===== src/rtl/fsm_datapath.sv =====
// fsm_datapath
//   Datapath driven by a JK-style controller FSM. Holds three WIDTH-bit working
//   registers (X, S, H), two operand muxes and a small ALU. The controller picks
//   operands (m0/m1), the ALU op (m2), optional arithmetic halving (h) and which
//   registers load the writeback value (lx/ls/lh). On done, S is captured into an
//   output register and offered downstream with a valid/ready handshake.
//   Status flags zero/neg feed back to the controller; ovf/overrun are sticky.
// Ports
//   clk, rst            clock (posedge) and asynchronous active-high reset
//   din                 external operand, operand A when m0 = 2'b11
//   m0, m1, m2          operand A select, operand B select, ALU op
//   lx, ls, lh, h       register load enables and halve control
//   done                capture S into dout
//   dout, dout_valid,
//   dout_ready          output result handshake
//   zero, neg           flags of the last written writeback value
//   ovf, overrun        sticky signed-overflow and dropped-result flags
module fsm_datapath #(
  parameter int WIDTH = 8
) (
  input  logic             clk,
  input  logic             rst,
  input  logic [WIDTH-1:0] din,
  input  logic [1:0]       m0,
  input  logic [1:0]       m1,
  input  logic [1:0]       m2,
  input  logic             lx,
  input  logic             ls,
  input  logic             lh,
  input  logic             h,
  input  logic             done,
  output logic [WIDTH-1:0] dout,
  output logic             dout_valid,
  input  logic             dout_ready,
  output logic             zero,
  output logic             neg,
  output logic             ovf,
  output logic             overrun
);

  logic [WIDTH-1:0] r_x, r_s, r_h;
  logic [WIDTH-1:0] r_dout;
  logic             r_dout_valid;
  logic             r_zero, r_neg, r_ovf, r_overrun;

  logic [WIDTH-1:0] w_a, w_b, w_r, w_wb;
  logic             w_load;
  logic             w_ovf;

  // Operand A select
  always_comb begin
    w_a = '0;
    case (m0)
      2'b00:   w_a = r_x;
      2'b01:   w_a = r_s;
      2'b10:   w_a = r_h;
      2'b11:   w_a = din;
      default: w_a = '0;
    endcase
  end

  // Operand B select
  always_comb begin
    w_b = '0;
    case (m1)
      2'b00:   w_b = r_x;
      2'b01:   w_b = r_s;
      2'b10:   w_b = r_h;
      2'b11:   w_b = {{(WIDTH-1){1'b0}}, 1'b1};
      default: w_b = '0;
    endcase
  end

  // ALU with signed-overflow detection for add/sub (before halving)
  always_comb begin
    w_r   = '0;
    w_ovf = 1'b0;
    case (m2)
      2'b00: begin
        w_r   = w_a + w_b;
        w_ovf = (w_a[WIDTH-1] == w_b[WIDTH-1]) && (w_r[WIDTH-1] != w_a[WIDTH-1]);
      end
      2'b01: begin
        w_r   = w_a - w_b;
        w_ovf = (w_a[WIDTH-1] != w_b[WIDTH-1]) && (w_r[WIDTH-1] != w_a[WIDTH-1]);
      end
      2'b10:   w_r = {w_a[WIDTH-2:0], 1'b0};
      2'b11:   w_r = w_a;
      default: w_r = '0;
    endcase
  end

  // Writeback value: optional arithmetic shift right by one
  always_comb begin
    if (h) begin
      w_wb = {w_r[WIDTH-1], w_r[WIDTH-1:1]};
    end else begin
      w_wb = w_r;
    end
  end

  assign w_load = lx | ls | lh;

  // Working registers and status flags
  always_ff @(posedge clk or posedge rst) begin
    if (rst) begin
      r_x    <= '0;
      r_s    <= '0;
      r_h    <= '0;
      r_zero <= 1'b1;
      r_neg  <= 1'b0;
      r_ovf  <= 1'b0;
    end else begin
      if (lx) r_x <= w_wb;
      if (ls) r_s <= w_wb;
      if (lh) r_h <= w_wb;
      if (w_load) begin
        r_zero <= (w_wb == '0);
        r_neg  <= w_wb[WIDTH-1];
        if (w_ovf) r_ovf <= 1'b1;
      end
    end
  end

  // Output capture and valid/ready handshake; done always wins and reloads dout
  always_ff @(posedge clk or posedge rst) begin
    if (rst) begin
      r_dout       <= '0;
      r_dout_valid <= 1'b0;
      r_overrun    <= 1'b0;
    end else begin
      if (done) begin
        r_dout       <= r_s;
        r_dout_valid <= 1'b1;
        // Replacing a result nobody took this cycle loses it
        if (r_dout_valid && !dout_ready) r_overrun <= 1'b1;
      end else if (r_dout_valid && dout_ready) begin
        r_dout_valid <= 1'b0;
      end
    end
  end

  assign dout       = r_dout;
  assign dout_valid = r_dout_valid;
  assign zero       = r_zero;
  assign neg        = r_neg;
  assign ovf        = r_ovf;
  assign overrun    = r_overrun;

endmodule

===== config.mk =====
export PLATFORM = sky130hd
export DESIGN_NAME = fsm_datapath
export DESIGN_NICKNAME = d
export VERILOG_FILES = /design/src/rtl/fsm_datapath.sv
export SDC_FILE = /design/constraint.sdc
export NUM_CORES = 1
export LEC_CHECK = 0
export ABC_AREA = 0
export ABC_CLOCK_PERIOD_IN_PS = 4420
export CORE_MARGIN = 2
export CORE_UTILIZATION = 45
export DETAILED_ROUTE_END_ITERATION = 7
export PLACE_DENSITY = 0.7
export REMOVE_ABC_BUFFERS = 1
export SKIP_CTS_REPAIR_TIMING = 1
export SYNTH_ARGS = -nofsm -noshare
export SYNTH_HDL_FRONTEND = slang
export SYNTH_SLANG_ARGS = --single-unit

===== constraint.sdc =====
create_clock -name clk -period 4.42 [get_ports clk]
set_input_delay 0.884 -clock clk [delete_from_list [all_inputs] [get_ports clk]]
set_output_delay 0.884 -clock clk [all_outputs]
set_load 0.03 [all_outputs]

==> out/results.tsv <==
metric	value	unit
status	finished clean	
final hold viol count	0	
r2r setup slk	890	ps
H-tree levels	2	
initial antenna violation count	0	
utilization of the core after routing	58.8	%
CTS tree	yes	
Pre-Repair DR Iteration Count	4	
Mean Syn Cell Area	9.90	um^2
most common cell in the synthesized netlist	dfrtp_1	
Final Cycle Share	96.2	%
Worst Hold Launch	ovf	
Min-Delay Path Class	reg -> reg	
RSZ-0062 raised after global routing	false	
number of global-route vias before repair	2426	
post-synthesis sequential area ratio	31.2	%
Async SR Flop Fraction	100	%
final WL	7.01	mm
layout cells sized above 1	26.4	%
Max FO, Critical Path	5	
Tmin final	4250	ps
# diodes	0	
Post-Syn Area	2970	um^2
maximum number of pins on one net before global-route repair	38	
reg2reg path depth	13	
DRC errors left	0	
register area	927	um^2
row count	29	
worst clock skew	3.22	ps
Max clock buf depth	2	
Fill cells	544	
CP Data Required Time	4630	ps
Power Total	0.00236	W
Multi-input gate area	1880	um^2
DR WL/cell	15.7	um
Critical Path Sink	zero	
Yosys cell types	60	
grt ovf	0	
clk slew on worst S/H paths	70	ps
clock sink total	37	
EDFF count, synth	0	
startpoint types	input pin	
design area	3730	um^2
Via density	5.63	
Routed Antenna Nets	0	
gpl congestion	0.905	
Final nets	405	
die area	7270	um^2
via count	2506	
fmax	0.235	GHz
first-pass GRT wire length	11.8	mm
final max-slew violation count	0	
relative slew slack	47.7	%
pre-CTS WS	-110	ps
Ports	35	
clock buffer count from CTS	5	
Chip Height	85.2	um
ys flop type	dfrtp_1	
crit-path cells	clkdlybuf4s50_1, buf_4, buf_4, mux4_1, ha_1, or2_2, a41oi_1, a22oi_1, or4_1, or4_1, o31ai_2	
initial drt markers	103	
post-synthesis register bit count	37	
hpwl dp	5.62	mm
clk_lat worst skew	290	ps
Synth area leader	dfrtp_1	
RR Endpoint	zero	
CP Capture Type	flip-flop	
Leak Pwr	1.64	nW
slowest cell delay on critical path	580	ps
Area Growth Syn to Fin	25.7	%
top post-synthesis cells by count	36 x dfrtp_1, 28 x mux2_2, 24 x nor2_1	
Clock Tree Root	clkbuf_8	
initial core utilization	46.8	%
PortBufs	34	
Die X	85.2	um
Slowest-stage cell, CP	mux4_1	
final worst setup slack	166	ps
setup violators final	0	
ranking of synthesized cells by area	dfrtp_1 30%, mux2_2 11%, ha_1 6.3%	
synth warn	0	
Gate Count Post-Synth	300	
dpl cell area	3650	um^2
Synth top area share	30.3	%
WS Path Type	in -> reg	
Max-Cap Viols	0	
Crit. Startpoint	m0[0]	
GRT Total Usage	20.2	%
CORE AREA	6350	um^2
critical path arrival	4460	ps
Peak supply drop	351	uV
Least-Margin Pin Slew	782	ps
RR Startpoint	r_x[0]	
PD cells	632	nW/um^2
## layout make-up
type                    instances  share of cell area, %
flip-flops and latches         37                   24.8
clock inverters                 2                  0.268
multi-input cells             225                   50.3
clock buffers                   6                   1.94
repair buffers                 79                   18.2
inverters                      19                   1.91
well taps                      77                   2.58
## through the flow
step                cells  TNS, ps  hold slack, ps
global route          445        0             511
CTS                   445        0             487
detailed placement    437     -590             465
finish                445        0             485
global placement      437     -256             444
floorplan             281        0             488
## layer usage
layer	share of wire, %	GRT usage, %
met1	47	27.8
met2	48	33.2
met3	3.6	1.95
met4	1.5	7.36
met5	0	0
## critical path: cells and delay by family
kind	cells	cell delay, ps
adders and majority gates	1	380
buffers and inverters	3	790
and+or+nand+nor	3	1340
AOI/OAI and AO/OA	3	480
muxes	1	580
## cells by family (layout without fill, tap and decap cells)
kind of cell,after synthesis,after routing,synth area share (%)
xor+xnor,7,7,2.70
simple gates,74,74,12.7
mux,52,52,22.6
flops,37,37,31.2
buf+inv,38,106,5.73
fa+ha+maj,16,16,6.99
compound gates,76,76,18.1
## placed cells by master (no fill, tap or decap), types with 3 or more instances in the layout
cell,n
buf_4,45
dfrtp_1,36
clkdlybuf4s50_1,34
mux2_2,28
nor2_1,24
a21oi_1,20
inv_1,19
mux2i_1,15
ha_1,15
o21ai_0,13
nand2_1,12
nor2b_1,7
a21o_1,7
nor3_1,7
nand3_1,6
mux4_1,5
a31oi_1,5
clkbuf_8,5
or4_1,4
xor2_1,3
xnor2_1,3
o31ai_1,3
a211oi_1,3
o21bai_1,3
## flip-flops by register name (all words and copies together) (netlist names)
signal / flops
zero: 1
dout_valid: 1
dout: 8
r_h: 8
ovf: 1
overrun: 1
r_s: 8
r_x: 8
neg: 1
## how the worst min path moves through the flow
stage / end / cells past startpoint
6_report: ovf / 1
5_1_grt: zero / 2
4_1_cts: overrun / 1
3_5_place_dp: overrun / 1
3_3_place_gp: ovf / 1
2_1_floorplan: r_x[0] / 1
## power breakdown
group	total [W]	switching (W)	internal [W]
clock	0.000226	0.000117	0.000109
combinational	0.00155	0.000765	0.000789
sequential	0.000580	0.000106	0.000474
total	0.00236	0.000988	0.00137
No activity file was read; power rests on OpenSTA's default activity.
